**src/rtl/adc_pkg.sv**
```systemverilog
// Shared types and CSR constants for the adc sample reader.
package adc_pkg;

    typedef enum logic [3:0] {
        ST_IDLE,
        ST_CFG_RUN,
        ST_CFG_IRQ,
        ST_WAIT_IRQ,
        ST_READ,
        ST_READ_WAIT,
        ST_CLEAR,
        ST_GUARD,
        ST_STOP
    } adc_rd_state_t;

    localparam logic            ADC_SEQ_CMD_ADDR  = 1'b0;
    localparam logic [6:0]      ADC_IRQ_EN_ADDR   = 7'h40;
    localparam logic [6:0]      ADC_IRQ_STAT_ADDR = 7'h41;
    localparam logic [31:0]     ADC_SEQ_RUN       = 32'h1;
    localparam int unsigned     ADC_SAMPLE_W      = 12;
    localparam int unsigned     ADC_SLOT_W        = 4;
    localparam int unsigned     ADC_ENTRY_W       = ADC_SLOT_W + ADC_SAMPLE_W;
    localparam int unsigned     ADC_CSR_ADDR_W    = 7;
    localparam int unsigned     ADC_CSR_DATA_W    = 32;

    // One FIFO entry: the slot a sample came from and the sample itself.
    typedef struct packed {
        logic [ADC_SLOT_W-1:0]   slot;
        logic [ADC_SAMPLE_W-1:0] sample;
    } adc_entry_t;

endpackage

```
**src/rtl/adc_sample_reader_if.sv**
```systemverilog
// Avalon-MM CSR signals shared by the adc sequencer and sample-store ports.
interface adc_sample_reader_if;
    import adc_pkg::*;

    logic                      sequencerAddress;
    logic                      sequencerRead;
    logic                      sequencerWrite;
    logic [ADC_CSR_DATA_W-1:0] adcDataIn;
    logic [ADC_CSR_ADDR_W-1:0] sampleAddress;
    logic                      sampleRead;
    logic                      sampleWrite;
    logic [ADC_CSR_DATA_W-1:0] sampleDataOut;
    logic                      sampleValid;
    logic                      sampleIrq;

    modport master (
        output sequencerAddress, sequencerRead, sequencerWrite, adcDataIn,
        output sampleAddress, sampleRead, sampleWrite,
        input  sampleDataOut, sampleValid, sampleIrq
    );

    modport slave (
        input  sequencerAddress, sequencerRead, sequencerWrite, adcDataIn,
        input  sampleAddress, sampleRead, sampleWrite,
        output sampleDataOut, sampleValid, sampleIrq
    );

endinterface

```
**src/rtl/adc_sample_fifo.sv**
```systemverilog
// Synchronous first-word-fall-through FIFO; head is valid whenever not empty.
module adc_sample_fifo #(
    parameter int unsigned WIDTH = 16,
    parameter int unsigned DEPTH = 16
) (
    input  logic             clk,
    input  logic             reset,
    input  logic             push,
    input  logic [WIDTH-1:0] push_data,
    input  logic             pop,
    output logic [WIDTH-1:0] head_c,
    output logic             full_c,
    output logic             empty_c
);

    localparam int unsigned PTR_W = $clog2(DEPTH);
    localparam int unsigned CNT_W = PTR_W + 1;

    logic [WIDTH-1:0] mem [DEPTH];
    logic [PTR_W-1:0] rd_ptr;
    logic [PTR_W-1:0] wr_ptr;
    logic [CNT_W-1:0] count;
    logic             pop_ok_c;
    logic             push_ok_c;

    assign full_c    = (count == CNT_W'(DEPTH));
    assign empty_c   = (count == '0);
    assign pop_ok_c  = pop && !empty_c;
    // A pop frees a slot in the same cycle, so push into a full FIFO still lands.
    assign push_ok_c = push && (!full_c || pop_ok_c);
    assign head_c    = mem[rd_ptr];

    // Pointer and occupancy tracking; pointers wrap naturally at DEPTH.
    always_ff @(posedge clk) begin
        if (reset) begin
            rd_ptr <= '0;
            wr_ptr <= '0;
            count  <= '0;
        end else begin
            if (push_ok_c) wr_ptr <= wr_ptr + PTR_W'(1);
            if (pop_ok_c)  rd_ptr <= rd_ptr + PTR_W'(1);
            case ({push_ok_c, pop_ok_c})
                2'b10:   count <= count + CNT_W'(1);
                2'b01:   count <= count - CNT_W'(1);
                default: count <= count;
            endcase
        end
    end

    // Entry storage; contents are only observed through the valid head.
    always_ff @(posedge clk) begin
        if (push_ok_c) mem[wr_ptr] <= push_data;
    end

endmodule

```
**src/rtl/adc_sample_reader.sv**
```systemverilog
// Starts the adc sequencer, then drains SLOTS sample-store slots into a FIFO per IRQ.
module adc_sample_reader
    import adc_pkg::*;
#(
    parameter int unsigned SLOTS      = 8,
    parameter int unsigned FIFO_DEPTH = 16
) (
    input  logic                   clk,
    input  logic                   reset,
    input  logic                   enable,
    output logic                   busy,
    adc_sample_reader_if.master    bus,
    output logic [ADC_ENTRY_W-1:0] fifoData,
    output logic                   fifoValid,
    input  logic                   fifoRead,
    output logic                   overflow,
    input  logic                   overflowClear
);

    adc_rd_state_t         state;
    logic [ADC_SLOT_W-1:0] slot;
    logic                  last_slot_c;
    logic                  push_c;
    logic                  drop_c;
    adc_entry_t            entry_c;
    logic [ADC_ENTRY_W-1:0] head_c;
    logic                  full_c;
    logic                  empty_c;
    logic                  unused_upper_c;

    assign last_slot_c    = (slot == ADC_SLOT_W'(SLOTS - 1));
    assign push_c         = (state == ST_READ_WAIT) && bus.sampleValid;
    assign entry_c.slot   = slot;
    assign entry_c.sample = bus.sampleDataOut[ADC_SAMPLE_W-1:0];
    // A push into a full FIFO with no simultaneous pop loses the sample.
    assign drop_c         = push_c && full_c && !fifoRead;
    assign unused_upper_c = ^bus.sampleDataOut[ADC_CSR_DATA_W-1:ADC_SAMPLE_W];

    assign bus.sequencerRead = 1'b0;
    assign fifoValid         = !empty_c;
    assign fifoData          = fifoValid ? head_c : '0;

    adc_sample_fifo #(
        .WIDTH (ADC_ENTRY_W),
        .DEPTH (FIFO_DEPTH)
    ) u_fifo (
        .clk       (clk),
        .reset     (reset),
        .push      (push_c),
        .push_data (entry_c),
        .pop       (fifoRead),
        .head_c    (head_c),
        .full_c    (full_c),
        .empty_c   (empty_c)
    );

    // Acquisition FSM; strobes for the next state are registered alongside it.
    always_ff @(posedge clk) begin
        if (reset) begin
            state                <= ST_IDLE;
            slot                 <= '0;
            busy                 <= 1'b0;
            bus.sequencerAddress <= ADC_SEQ_CMD_ADDR;
            bus.sequencerWrite   <= 1'b0;
            bus.adcDataIn        <= '0;
            bus.sampleAddress    <= '0;
            bus.sampleRead       <= 1'b0;
            bus.sampleWrite      <= 1'b0;
        end else begin
            bus.sequencerAddress <= ADC_SEQ_CMD_ADDR;
            bus.sequencerWrite   <= 1'b0;
            bus.adcDataIn        <= '0;
            bus.sampleAddress    <= '0;
            bus.sampleRead       <= 1'b0;
            bus.sampleWrite      <= 1'b0;
            case (state)
                ST_IDLE: begin
                    if (enable) begin
                        state              <= ST_CFG_RUN;
                        busy               <= 1'b1;
                        bus.sequencerWrite <= 1'b1;
                        bus.adcDataIn      <= ADC_SEQ_RUN;
                    end
                end
                ST_CFG_RUN: begin
                    state             <= ST_CFG_IRQ;
                    bus.sampleWrite   <= 1'b1;
                    bus.sampleAddress <= ADC_IRQ_EN_ADDR;
                    bus.adcDataIn     <= 32'h1;
                end
                ST_CFG_IRQ: begin
                    state <= ST_WAIT_IRQ;
                end
                ST_WAIT_IRQ: begin
                    // Stop request outranks a pending IRQ.
                    if (!enable) begin
                        state              <= ST_STOP;
                        bus.sequencerWrite <= 1'b1;
                        bus.adcDataIn      <= '0;
                    end else if (bus.sampleIrq) begin
                        state             <= ST_READ;
                        slot              <= '0;
                        bus.sampleRead    <= 1'b1;
                        bus.sampleAddress <= '0;
                    end
                end
                ST_READ: begin
                    state <= ST_READ_WAIT;
                end
                ST_READ_WAIT: begin
                    if (bus.sampleValid) begin
                        if (last_slot_c) begin
                            state             <= ST_CLEAR;
                            bus.sampleWrite   <= 1'b1;
                            bus.sampleAddress <= ADC_IRQ_STAT_ADDR;
                            bus.adcDataIn     <= 32'h1;
                        end else begin
                            state             <= ST_READ;
                            slot              <= slot + ADC_SLOT_W'(1);
                            bus.sampleRead    <= 1'b1;
                            bus.sampleAddress <= ADC_CSR_ADDR_W'(slot + ADC_SLOT_W'(1));
                        end
                    end
                end
                ST_CLEAR: begin
                    state <= ST_GUARD;
                end
                ST_GUARD: begin
                    // IRQ line still falling after the acknowledge; skip one cycle.
                    state <= ST_WAIT_IRQ;
                end
                ST_STOP: begin
                    state <= ST_IDLE;
                    busy  <= 1'b0;
                end
                default: begin
                    state <= ST_IDLE;
                    busy  <= 1'b0;
                end
            endcase
        end
    end

    // Sticky overflow flag; a drop in the same cycle as a clear keeps it set.
    always_ff @(posedge clk) begin
        if (reset) begin
            overflow <= 1'b0;
        end else if (drop_c) begin
            overflow <= 1'b1;
        end else if (overflowClear) begin
            overflow <= 1'b0;
        end
    end

endmodule
```
**src/flat_wrapper.sv**
```systemverilog
// flat-port wrapper written by rule: the top's interface ports become plain ports
module adc_sample_reader_flat import adc_pkg::*;
#(
    parameter int unsigned SLOTS      = 8,
    parameter int unsigned FIFO_DEPTH = 16
)
  (clk, reset, enable, busy, fifoData, fifoValid, fifoRead, overflow, overflowClear, bus_sequencerAddress, bus_sequencerRead, bus_sequencerWrite, bus_adcDataIn, bus_sampleAddress, bus_sampleRead, bus_sampleWrite, bus_sampleDataOut, bus_sampleValid, bus_sampleIrq);
  adc_sample_reader_if bus_i ();
  input  logic clk;
  input  logic reset;
  input  logic enable;
  output logic busy;
  output logic [ADC_ENTRY_W-1:0] fifoData;
  output logic fifoValid;
  input  logic fifoRead;
  output logic overflow;
  input  logic overflowClear;
  output wire logic [$bits(bus_i.sequencerAddress)-1:0] bus_sequencerAddress;
  output wire logic [$bits(bus_i.sequencerRead)-1:0] bus_sequencerRead;
  output wire logic [$bits(bus_i.sequencerWrite)-1:0] bus_sequencerWrite;
  output wire logic [$bits(bus_i.adcDataIn)-1:0] bus_adcDataIn;
  output wire logic [$bits(bus_i.sampleAddress)-1:0] bus_sampleAddress;
  output wire logic [$bits(bus_i.sampleRead)-1:0] bus_sampleRead;
  output wire logic [$bits(bus_i.sampleWrite)-1:0] bus_sampleWrite;
  input wire logic [$bits(bus_i.sampleDataOut)-1:0] bus_sampleDataOut;
  input wire logic [$bits(bus_i.sampleValid)-1:0] bus_sampleValid;
  input wire logic [$bits(bus_i.sampleIrq)-1:0] bus_sampleIrq;
  assign bus_sequencerAddress = bus_i.sequencerAddress;
  assign bus_sequencerRead = bus_i.sequencerRead;
  assign bus_sequencerWrite = bus_i.sequencerWrite;
  assign bus_adcDataIn = bus_i.adcDataIn;
  assign bus_sampleAddress = bus_i.sampleAddress;
  assign bus_sampleRead = bus_i.sampleRead;
  assign bus_sampleWrite = bus_i.sampleWrite;
  assign bus_i.sampleDataOut = bus_sampleDataOut;
  assign bus_i.sampleValid = bus_sampleValid;
  assign bus_i.sampleIrq = bus_sampleIrq;
  adc_sample_reader #(.SLOTS(SLOTS), .FIFO_DEPTH(FIFO_DEPTH)) u_core (.clk(clk), .reset(reset), .enable(enable), .busy(busy), .bus(bus_i), .fifoData(fifoData), .fifoValid(fifoValid), .fifoRead(fifoRead), .overflow(overflow), .overflowClear(overflowClear));
endmodule
```
**config.mk**
```make
export PLATFORM = sky130hd
export DESIGN_NAME = adc_sample_reader_flat
export DESIGN_NICKNAME = d
export VERILOG_FILES = /design/src/rtl/adc_pkg.sv /design/src/rtl/adc_sample_reader_if.sv /design/src/rtl/adc_sample_fifo.sv /design/src/rtl/adc_sample_reader.sv /design/src/flat_wrapper.sv
export SDC_FILE = /design/constraint.sdc
export NUM_CORES = 1
export LEC_CHECK = 0
export BUFFER_PORTS_ARGS = -buffer_cell sky130_fd_sc_hd__buf_2
export CORE_MARGIN = 5
export CORE_UTILIZATION = 45
export DETAILED_ROUTE_END_ITERATION = 8
export HOLD_SLACK_MARGIN = 0.12
export MAX_ROUTING_LAYER = met4
export SLEW_MARGIN = 20
export SYNTH_ARGS = -nofsm -noshare
export SYNTH_HDL_FRONTEND = slang
export SYNTH_SLANG_ARGS = --single-unit
export TNS_END_PERCENT = 100
```
**constraint.sdc**
```tcl
create_clock -name clk -period 4.1 [get_ports clk]
set_input_delay 0.41 -clock clk [delete_from_list [all_inputs] [get_ports clk]]
set_output_delay 0.41 -clock clk [all_outputs]
set_load 0.01 [all_outputs]
```
Word level (Yosys, flattened, before mapping)
Memory sizes are Yosys's and may differ from the RTL's. A register that Yosys moved wholly into a read port is not among the register bits.
Index checks and enable logic that the tools add are counted.
{"block": "totals", "reg_bits": 65, "ram_bits": 256, "out_inout_bits": 63, "elab_cells": 95, "n_memories": 1}
{"block": "op_classes", "add_sub_neg": 6, "eq_ne": 17, "muxes": 39, "n_bitwise": 1, "reduce_logical": 19}
{"name": "u_core.u_fifo.mem", "depth": 16, "word_bits": 16, "rd": 1, "rd_ports_with_merged_regs": 1, "wr": 1, "line": "adc_sample_fifo.sv:19", "source": "logic [WIDTH-1:0] mem [DEPTH];"}
{"cell": "one-hot mux 32 bit (3 select lines)", "n": 1}
{"cell": "two-way mux 4 bit", "n": 10}
{"cell": "two-way mux 32 bit", "n": 1}
{"cell": "one-hot mux 4 bit (7 select lines)", "n": 1}
{"cell": "equality test 4 x 3 -> 1 bit (second input constant)", "n": 5}
{"cell": "two-way mux 16 bit", "n": 1}
{"cell": "two-way mux 1 bit", "n": 15}
{"cell": "two-way mux 7 bit", "n": 2}
{"cell": "one-hot mux 7 bit (2 select lines)", "n": 1}
{"cell": "adder 4 x 1 -> 4 bit (second input constant)", "n": 3}
{"cell": "!= test 2 bit (second input constant)", "n": 5}
{"cell": "one-hot mux 5 bit (2 select lines)", "n": 1}
{"cell": "equality test 4 x 2 -> 1 bit (second input constant)", "n": 2}
{"cell": "one-hot mux 1 bit (2 select lines)", "n": 4}
{"cell": "one-hot mux 4 bit (2 select lines)", "n": 1}
{"cell": "OR reduction 7 bit", "n": 1}
{"cell": "nonzero test 2 bit", "n": 3}
{"cell": "adder 4 x 1 -> 5 bit (second input constant)", "n": 1}
{"cell": "adder 5 x 1 -> 5 bit (second input constant)", "n": 1}
{"cell": "equality test 5 bit (second input constant)", "n": 1}
{"cell": "logical AND 1 bit", "n": 5}
{"cell": "zero test 5 bit", "n": 1}
{"cell": "AND reduction 5 bit", "n": 1}
{"cell": "subtractor 5 x 1 -> 5 bit (second input constant)", "n": 1}
{"cell": "other kinds (12)", "n": 14}

Longest topological paths before layout
Gate-level depths: netlist of run 1.
{"block": "depth", "word_depth": 7, "depth_mapped": 11}

Hierarchy
Synthesis of run 1 repeated with hierarchy kept, for this count alone.
{"block": "unflattened", "hier_cells": 661, "hier_area_um2": 11766.3}
{"mod": "adc_sample_fifo", "n_inst": 1, "cells_per_inst": 521, "area_per_inst_um2": 10630.2, "seq_area_each_um2": 8027.7}
{"mod": "adc_sample_reader", "n_inst": 1, "cells_per_inst": 140, "area_per_inst_um2": 1136.1, "seq_area_each_um2": 380.4}

Least setup slack after synthesis of run 1
Ideal clock, no wire load.
{"block": "synth_timing", "kind": "reg-to-reg", "start": "register u_core.state[0]", "end": "memory u_core.u_fifo.mem[4][0] (enable)", "setup_ns": 0.409, "arrival_ns": 2.514, "slack_ns": 1.177, "stages_incl_launch_ff": 6, "n_path_buf": 1, "period_less_slack_ns": 2.923, "path_cell_list": "dfxtp_1 -> or3b_1 -> buf_2 -> a211oi_4 -> nand2_1 -> nor3_1"}
{"block": "synth_via", "elab_chain_cells": 5}
{"element": "from (decl)", "line": "adc_sample_reader.sv:20", "source": "adc_rd_state_t state;"}
{"element": "from (signal assigned)", "line": "adc_sample_reader.sv:60", "source": "state <= ST_IDLE;"}
{"element": "from (signal assigned)", "line": "adc_sample_reader.sv:79", "source": "state <= ST_CFG_RUN;"}
{"element": "from (signal assigned)", "line": "adc_sample_reader.sv:86", "source": "state <= ST_CFG_IRQ;"}
{"element": "equality test 4 x 3 -> 1 bit", "line": "adc_sample_reader.sv:32", "source": "assign push_c = (state == ST_READ_WAIT) && bus.sampleValid;"}
{"element": "logical AND 1 bit", "line": "adc_sample_reader.sv:32"}
{"element": "logical AND 1 bit", "line": "adc_sample_fifo.sv:30", "source": "assign push_ok_c = push && (!full_c || pop_ok_c);"}
{"element": "two-way mux 1 bit", "line": "adc_sample_fifo.sv:52", "source": "if (push_ok_c) mem[wr_ptr] <= push_data;"}
{"element": "two-way mux 1 bit (implied by the code)", "line": "adc_sample_fifo.sv:52"}
{"element": "to (decl)", "line": "adc_sample_fifo.sv:19"}
No other way between the ends.

==> results.json, run 1 <==
{
  "vdd_drop_max_v": 0.0003585,
  "power.switching_mw": 1.563,
  "critical_path.max_fanout": 20,
  "swShare_pct": 22.23,
  "grt_antenna_before_repair": 0,
  "setup_violations": 0,
  "num_antenna_cells": 0,
  "finalMaxSlewViolations": 0,
  "finalPower_mw": 7.031,
  "die_y_um": 170.9,
  "first_global_vias": 5883,
  "grt_max_degree": 65,
  "root_buffer": "clkbuf_16",
  "combPwrFrac_pct": 11.9,
  "yosys_warnings": 0,
  "cts_buffers": 30,
  "finalHoldViolCount": 0,
  "p_leak_nw": 4.504,
  "ant_nets": 0,
  "status": "finished clean",
  "avgSynthCellArea_um2": 19.22,
  "ys.flop_type": "edfxtp_1",
  "synth.area.top_cells": "edfxtp_1, mux4_2, dfxtp_1, buf_4, and2_1",
  "clock.fmax_mhz": 327.9,
  "layout.area.seq_um2": 8414,
  "portBuffers": 47,
  "rsz0062_at_grt": "false",
  "dp_hpwl_um": 13070,
  "ys_ff_latch": 292,
  "seq_power_share_pct": 46.5,
  "fill_cells": 1993,
  "cts_tree": "yes",
  "htree_num_levels": 1,
  "wl_um": 23580,
  "area_growth_pct": 14.61,
  "firstDrtPassIters": 5,
  "final_nets": 722,
  "tightestPinTransition_ns": 0.6968,
  "ys_types": 43,
  "synth_top_area_share_pct": 66.01,
  "start_util_pct": 45.98,
  "min_period_over_period_pct": 74.38,
  "vias": 5588,
  "min_period_ns": 3.050,
  "critPathMostFrequentCell": "mux4_2",
  "synthTopCellsByCount": "edfxtp_1, mux4_2, dfxtp_1, buf_4, nor2_1",
  "multi_input_area_um2": 2984,
  "wl_per_cell_um": 22.89,
  "max_slew_margin_pct": 53.48,
  "yosysMostFrequentCell": "edfxtp_1",
  "path_cells": "buf_4 > mux4_2 > mux4_2 > and2_1 > buf_2",
  "start_kind": "flip-flop",
  "grt_first_pass_wirelength_um": 36070,
  "ioPinCount": 102,
  "cpMaxStageDelayCell": "mux4_2",
  "num_rows": 58,
  "end_kind": "output port",
  "netlist_area_um2": 11650,
  "clk_transition_reported_paths_ns": 0.06,
  "vias_per_cell": 5.425,
  "crit_type": "flip-flop to output port",
  "max_stage_delay_ns": 0.57,
  "ys_seq_area_share_pct": 72.20,
  "synth_edf_count": 256,
  "insertion_delay_ns": 0.55,
  "clkPwrFrac_pct": 41.6,
  "dieWidth_um": 170.9,
  "hold_path_class": "input pin to flip-flop",
  "synthCells": 606,
  "clock_skew_ns": 0.02279,
  "async_flop_share_pct": 0,
  "cts.sinks": 292,
  "drt_iter0_markers": 441,
  "drive_gt1_share_pct": 30.57,
  "p_per_area_nw_per_um2": 526.7,
  "drc_errors": 0,
  "p_int_mw": 5.468,
  "hold_ws_ns": 0.1769,
  "grt_usage_pct": 16.88,
  "clockBufferDepth": 3,
  "path_buf_inv": 2,
  "coreArea_um2": 25330,
  "arrival_ns": 2.64,
  "yosysTopAreaCell": "edfxtp_1",
  "setup-tns-final_ns": 0,
  "grt_overflow": 0,
  "max_cap_violations": 0,
  "crit_required_ns": 3.69,
  "cpLargestDelayFamily": "multiplexers",
  "die_area_um2": 29200,
  "globalplace.congestion": 0.7965
}
==> registers in the layout, summed over array words and instances, names as in the netlist, named ones only <==
name and flops:
u_core.busy 1, u_core.u_fifo.mem 256, u_core.u_fifo.wr_ptr 4, u_core.bus.sampleWrite 1, u_core.bus.sampleAddress 5, u_core.overflow 1
u_core.u_fifo.count 5, u_core.slot 4, u_core.bus.sequencerWrite 1, u_core.bus.sampleRead 1, u_core.u_fifo.rd_ptr 4, u_core.bus.adcDataIn 1
u_core.state 4
==> placed cells by master (no fill, tap or decap), drive strengths merged, types with 6 or more instances in the layout <==
| cell type | instances |
|---|---|
| mux4 | 80 |
| clkbuf | 39 |
| inv | 9 |
| xor2 | 6 |
| nand2 | 9 |
| nand3 | 11 |
| conb | 34 |
| edfxtp | 256 |
| bufinv | 6 |
| ha | 7 |
| nor3 | 7 |
| nor2 | 33 |
| clkinv | 8 |
| a21oi | 14 |
| and2 | 25 |
| buf | 67 |
| dfxtp | 36 |
==> per-stage QoR <==
stage                     utilization, %  std cells  setup slack, ns  cell area [µm²]
after global routing               52.70       1030           0.9117            13350
after floorplan                        -        639            1.177            11770
final                              52.70       1030            1.050            13350
after detailed placement           48.36        973            1.336            12250
after CTS                          52.69       1030           0.8789            13350
after global placement             48.36        973            1.400            12250
==> logic make-up (layout without fill, tap and decap cells) <==
kind of cell,count (synthesis),in the layout,synth area share (%)
flip-flops,292,292,72.20
AND/OR/NAND/NOR,114,114,5.253
multiplexers,86,86,16.03
buffers and inverters,71,132,3.524
AO/OA/AOI/OAI,27,27,1.612
XOR/XNOR,8,8,0.6017
adder cells (fa/ha/maj),7,7,0.7520
other,1,34,0.03220
==> layer usage <==
layer	part of all wire (%)	GRT usage, %	wire length [µm]
met5	0	-	0
met2	50	27.63	11790
met3	6.1	2.472	1434
met1	43	23.23	10050
met4	1.3	2.997	299
==> layout make-up <==
| class | instances | share of cell area (%) |
|---|---|---|
| Multi-Input combinational cell | 276 | 22.36 |
| Timing Repair Buffer | 68 | 3.150 |
| Inverter | 8 | 0.2250 |
| Clock buffer | 39 | 6.337 |
| Tap cell | 330 | 3.093 |
| Clock inverter | 17 | 1.800 |
| Sequential cell | 292 | 63.04 |
==> path summary, 6_finish.rpt <==
kind / from / endpoint / slack, ns / cells past startpoint
worst max-delay path: flip-flop / fifoData[5] / 1.05 / 5
worst max register to register: u_core.state[0] / u_core.u_fifo.mem[14][9] / 1.35 / 5
worst min register to register: u_core.busy / u_core.busy / 0.49 / 2
worst min-delay path: overflowClear / u_core.overflow / 0.18 / 4
==> worst min-delay path: cells and delay by family <==
family / cells / cell delay (ns)
buffers and inverters: 2 / 0.14
AND/OR/NAND/NOR: 1 / 0.08
AO/OA/AOI/OAI: 1 / 0.04
==> power groups by stage <==
stage / Sequential, mW / Clock (mW) / Combinational [mW]
floorplan: 3.32 / 0 / 0.642
global placement: 3.33 / 0 / 0.838
detailed placement: 3.33 / 0 / 0.852
CTS: 3.27 / 2.99 / 0.854
global route: 3.27 / 3.13 / 0.916
finish: 3.27 / 2.93 / 0.835
==> what timing repair did <==
action | in CTS | in global routing
buffers inserted | 0 | 0
hold buffers | 1 | 0
hold endpoints to repair | 1 | 0
gates resized for setup | 0 | 0
No activity file was read; power rests on OpenSTA's default activity.
==> run 2, diff against run 1 <==
==> constraint.sdc (replaced) <==
create_clock -name clk -period 2.9 [get_ports clk]
set_input_delay 0.29 -clock clk [delete_from_list [all_inputs] [get_ports clk]]
set_output_delay 0.29 -clock clk [all_outputs]
set_load 0.01 [all_outputs]
==> run 2 against run 1 <==
Against the previous run:
- critical endpoint is now fifoData[13]
- largest cell class unchanged
- clock skew decreased by 0.0094 ns
- global-route usage grew 0.074 points
- via count increased by 3.7%
- highest routed layer unchanged
- routed wire length increased by 1.6%
- first-iteration DRC count fell by 8.6%
- clock power is 12% higher
- critical path depth increased by 1
- combinational power increased by 64%
==> results.json, run 2 (synthesis results as in run 1) <==
{
  "status": "finished clean",
  "tightestPinTransition_ns": 0.5236,
  "max_stage_delay_ns": 0.50,
  "drt_iter0_markers": 403,
  "grt_max_degree": 31,
  "dieWidth_um": 170.9,
  "grt_usage_pct": 16.96,
  "die_area_um2": 29200,
  "first_global_vias": 6169,
  "vias": 5796,
  "drive_gt1_share_pct": 30.41,
  "power.switching_mw": 2.139,
  "firstDrtPassIters": 5,
  "final_nets": 754,
  "clock_skew_ns": 0.01339,
  "r2r_slack_ns": 0.24,
  "whs_path_depth": 1,
  "vias_per_cell": 5.468,
  "globalplace.congestion": 0.8411,
  "finalHoldViolCount": 0,
  "grt_overflow": 0,
  "max_cap_violations": 0,
  "critical_path.max_fanout": 11,
  "min_period_over_period_pct": 97.08,
  "crit_type": "flip-flop to output port",
  "setup-tns-final_ns": 0,
  "start_util_pct": 45.98,
  "dpl_worst_slack_ns": 0.2280,
  "insertion_delay_ns": 0.53,
  "setup_violations": 0,
  "end_kind": "output port",
  "ant_nets": 0,
  "clock.fmax_mhz": 355.2,
  "ioPinCount": 102,
  "reg2reg_depth": 8,
  "path_cells": "buf_12 > buf_12 > mux4_2 > mux4_2 > and2_1 > buf_2",
  "portBuffers": 47,
  "num_antenna_cells": 0,
  "root_buffer": "clkbuf_16",
  "start_kind": "flip-flop",
  "cpMaxStageDelayCell": "mux4_2",
  "clockBufferDepth": 3,
  "coreArea_um2": 25330,
  "seq_power_share_pct": 49.9,
  "htree_num_levels": 1,
  "hold_path_class": "input pin to flip-flop",
  "drc_errors": 0,
  "crit_required_ns": 2.61,
  "setup_ws_ns": 0.08461,
  "num_rows": 58,
  "largest_reg_flops": 256,
  "layout_commonest_cell": "edfxtp_1",
  "max_slew_margin_pct": 65.09,
  "p_leak_nw": 4.556,
  "wl_per_cell_um": 22.59,
  "swShare_pct": 23.07,
  "cts_buffers": 29,
  "regMostFlops": "u_core.u_fifo.mem",
  "finalMaxSlewViolations": 0,
  "clk_transition_reported_paths_ns": 0.06,
  "grt_first_pass_wirelength_um": 36260,
  "top_regs": "u_core.u_fifo.mem: 256 flops, u_core.bus.sampleAddress: 5 flops, u_core.u_fifo.count: 5 flops",
  "arrival_ns": 2.53,
  "area_growth_pct": 16.09,
  "clkPwrFrac_pct": 35.3,
  "cts.sinks": 292,
  "cts_tree": "yes",
  "p_int_mw": 7.134,
  "layout_common_cells": "edfxtp_1, mux4_2, buf_2",
  "wl_um": 23940,
  "min_period_ns": 2.815,
  "finalPower_mw": 9.273,
  "p_per_area_nw_per_um2": 685.9,
  "vdd_drop_max_v": 0.0004075,
  "dp_hpwl_um": 13790,
  "grt_antenna_before_repair": 0,
  "die_y_um": 170.9,
  "combPwrFrac_pct": 14.8
}
==> run 2: changes by cell type in the layout (fill, tap and decap cells not counted), moves of 4 or more <==
cell,before,now
buf_4,18,30
buf_12,2,8
bufinv_16,6,0
dlygate4sd3_1,1,10
clkbuf_1,4,8
clkbuf_8,4,0
clkinv_1,3,10
==> run 2: area by class of cell <==
| class | count | area, µm² |
|---|---|---|
| multi-input combinational | 276 | 2982 |
| tap | 330 | 412.9 |
| timing repair buffer | 101 | 849.6 |
| fill | 1983 | 11810 |
| clock inverter | 16 | 75.07 |
| inverter | 8 | 30.03 |
| clock buffer | 37 | 755.7 |
| sequential | 292 | 8416 |
==> run 2: worst max-delay path: cells and delay by family, from the launching register on <==
| family | cells | cell delay [ns] |
|---|---|---|
| flops | 1 | 0.37 |
| simple gates | 1 | 0.17 |
| mux | 2 | 1.00 |
| buf+inv | 3 | 0.43 |
==> run 2: path summary, 6_finish.rpt <==
check                          from                   endpoint
max                       flip-flop               fifoData[13]
min           bus_sampleDataOut[10]  u_core.u_fifo.mem[11][10]
max reg2reg  u_core.u_fifo.count[1]     u_core.u_fifo.count[2]
min reg2reg         u_core.overflow            u_core.overflow
==> run 2: per-stage QoR <==
step	hold slack [ns]	cell area [µm²]	utilization [%]	cells
floorplan	0.3667	11770	-	639
global placement	0.4646	12440	49.11	990
detailed placement	0.4727	12440	49.11	990
CTS	0.1208	13400	52.90	1055
global route	0.1343	13520	53.38	1060
finish	0.1381	13520	53.38	1060
==> run 2: routing by layer <==
metal	vias to the layer above	part of all wire (%)	GRT usage (%)
met5	-	0	-
met4	0	1.6	3.789
met3	36	6.5	2.796
met2	206	50	28.03
met1	3012	41	22.51
li1	2542	-	-
==> run 2: power groups by stage <==
stage	Clock [mW]	Combinational [mW]	Sequential, mW
after floorplan	0	0.897	4.69
after global routing	3.56	1.49	4.63
after global placement	0	1.17	4.74
final	3.27	1.37	4.63
after detailed placement	0	1.19	4.74
after CTS	3.36	1.25	4.64
==> run 2: what timing repair did <==
action,4_1_cts,5_1_grt
hold endpoints to repair,85,0
resized for setup,3,2
setup buffers,2,2
setup endpoints to repair,16,8
pin swaps,0,0
hold buffers,10,0
gates cloned,0,3
==> run 3, diff against run 2 <==
==> constraint.sdc (replaced) <==
create_clock -name clk -period 2.9 [get_ports clk]
set_input_delay 0.58 -clock clk [delete_from_list [all_inputs] [get_ports clk]]
set_output_delay 0.58 -clock clk [all_outputs]
set_load 0.01 [all_outputs]
==> run 3 against run 2 <==
Against the previous run:
- the run now ends with negative setup slack left
- register-to-register slack barely moved
- critical path depth did not move
- sequential cell count did not move
- hold slack improved by 0.16 ns
- via count rose by 0.98%
- core utilization rose by 0.96 points
- critical path type unchanged
- combinational power rose by 13%
- clock skew rose by 0.015 ns
- critical endpoint is now fifoData[11]
- first-iteration DRC count rose by 21%
- routed wire length rose by 4.4%
==> results.json, run 3 (synthesis results as in run 1) <==
{
  "dp_hpwl_um": 14300,
  "num_antenna_cells": 0,
  "portBuffers": 47,
  "stdcell_count": 1059,
  "clk_transition_reported_paths_ns": 0.06,
  "reg2reg_depth": 10,
  "clock.fmax_mhz": 319.1,
  "drt_iter0_markers": 486,
  "p_leak_nw": 4.653,
  "drc_errors": 0,
  "finalMaxSlewViolations": 0,
  "drive_gt1_share_pct": 34.02,
  "setup-tns-final_ns": -3.306,
  "r2r_slack_ns": 0.25,
  "wl_per_cell_um": 23.61,
  "hold_start": "enable",
  "htree_num_levels": 1,
  "final_nets": 751,
  "ioPinCount": 102,
  "area_growth_pct": 18.18,
  "die_area_um2": 29200,
  "tightestPinTransition_ns": 0.5321,
  "placed_cells": 993,
  "final_area_um2": 13760,
  "grt_first_pass_wirelength_um": 37390,
  "clock_skew_ns": 0.02840,
  "cts.sinks": 292,
  "worstReg2RegStart": "u_core.u_fifo.count[0]",
  "crit_type": "flip-flop to output port",
  "path_buf_inv": 3,
  "cts_tree": "yes",
  "critical_path.max_fanout": 5,
  "max_cap_violations": 0,
  "ant_nets": 0,
  "cpMaxStageDelayCell": "mux4_2",
  "top_regs": "u_core.u_fifo.mem: 256 flops, u_core.bus.sampleAddress: 5 flops, u_core.u_fifo.count: 5 flops",
  "whs_path_depth": 2,
  "vdd_drop_max_v": 0.0004450,
  "rsz0062_at_grt": "true",
  "setup_ws_ns": -0.2336,
  "grt_usage_pct": 17.61,
  "vias_per_cell": 5.527,
  "max_stage_delay_ns": 0.51,
  "insertion_delay_ns": 0.56,
  "end_kind": "output port",
  "first_global_vias": 6054,
  "root_buffer": "clkbuf_16",
  "min_period_over_period_pct": 108.1,
  "crit_required_ns": 2.32,
  "grt_antenna_before_repair": 0,
  "status": "finished, violations left",
  "min_period_ns": 3.134,
  "num_rows": 58,
  "finalPower_mw": 10.05,
  "grt_overflow": 0,
  "arrival_ns": 2.55,
  "finalHoldViolCount": 0,
  "cts_buffers": 30,
  "globalplace.congestion": 0.8443,
  "ctsHoldBuffers": 0,
  "max_slew_margin_pct": 64.53,
  "p_per_area_nw_per_um2": 730.1,
  "grt_max_degree": 38,
  "dieWidth_um": 170.9,
  "regMostFlops": "u_core.u_fifo.mem",
  "clockBufferDepth": 3,
  "place_area_um2": 12460,
  "coreArea_um2": 25330,
  "critPathMostFrequentCell": "mux4_2",
  "path_cells": "buf_12 > clkbuf_16 > mux4_2 > mux4_2 > and2_4 > buf_6",
  "firstDrtPassIters": 5,
  "hold_path_class": "input pin to flip-flop",
  "start_util_pct": 45.98,
  "die_y_um": 170.9,
  "min_to": "u_core.state[3]",
  "layout_commonest_cell": "edfxtp_1",
  "setup_violations": 16,
  "r2r-end": "u_core.u_fifo.count[4]",
  "start_kind": "flip-flop",
  "largest_reg_flops": 256,
  "vias": 5853,
  "cpLargestDelayFamily": "multiplexers",
  "utilization_pct": 54.34,
  "violations": "negative setup slack",
  "wl_um": 25000,
  "layout_common_cells": "edfxtp_1, mux4_2, buf_2"
}
## run 3: changes by cell type in the layout (fill, tap and decap cells not counted), sizes merged
cell and delta:
clkinvlp +5, bufinv +4, dlygate4sd3 -10, clkinv -3, buf +5, clkbuf -1
inv -1
## run 3: metal layers
metal | up-vias | part of all wire (%) | GRT usage, %
met4 | 0 | 2.2 | 4.271
met3 | 46 | 5.6 | 2.796
li1 | 2545 | - | -
met1 | 3049 | 43 | 23.82
met5 | - | 0 | -
met2 | 213 | 49 | 28.54
## run 3: worst max-delay path by stage
stage | end | startpoint | slack [ns] | depth (start not counted)
floorplan | u_core.u_fifo.mem[4][0] | u_core.state[0] | -0.02 | 5
global placement | fifoData[11] | flip-flop | 0.24 | 5
detailed placement | fifoData[11] | flip-flop | 0.23 | 5
CTS | fifoData[3] | flip-flop | -0.29 | 6
global route | fifoData[1] | flip-flop | -0.30 | 6
finish | fifoData[11] | flip-flop | -0.23 | 6
## run 3: repair_timing
action	4_1_cts	5_1_grt
setup endpoints to repair	16	16
setup buffers	3	0
gates resized for setup	10	9
gates cloned	3	4
pin swaps	0	0
## run 3: worst register-to-register path, cell delays in order (launching register included)
cell	delay, ns
dfxtp_1	0.39
or4_4	0.57
o21ai_4	0.26
nor2_1	0.09
xor2_1	0.15
ha_1	0.26
nor4_1	0.31
mux2i_1	0.23
nor2_1	0.06
a21oi_1	0.12
o32ai_1	0.08
## run 3: where the power goes
| part | leakage (nW) | internal, mW | switching [mW] | total [mW] |
|---|---|---|---|---|
| combinational | 1.51 | 0.850 | 0.700 | 1.55 |
| sequential | 2.67 | 4.58 | 0.0449 | 4.63 |
| clock | 0.473 | 2.27 | 1.60 | 3.87 |
| total | 4.65 | 7.70 | 2.34 | 10.0 |
## run 3: cell type report
class | count | area [µm²]
fill | 1943 | 11560
sequential | 292 | 8413
multi-input combinational | 276 | 3002
timing repair buffer | 97 | 893.4
clock buffer | 35 | 769.5
tap | 330 | 412.9
clock inverter | 21 | 242.7
inverter | 8 | 30.03
## run 3: stage by stage
stage | hold slack [ns] | worst slack [ns]
detailed placement | 0.4722 | 0.2344
finish | 0.2978 | -0.2336
CTS | 0.2593 | -0.2896
global placement | 0.4630 | 0.2416
floorplan | 0.4591 | -0.02287
global route | 0.2793 | -0.3015
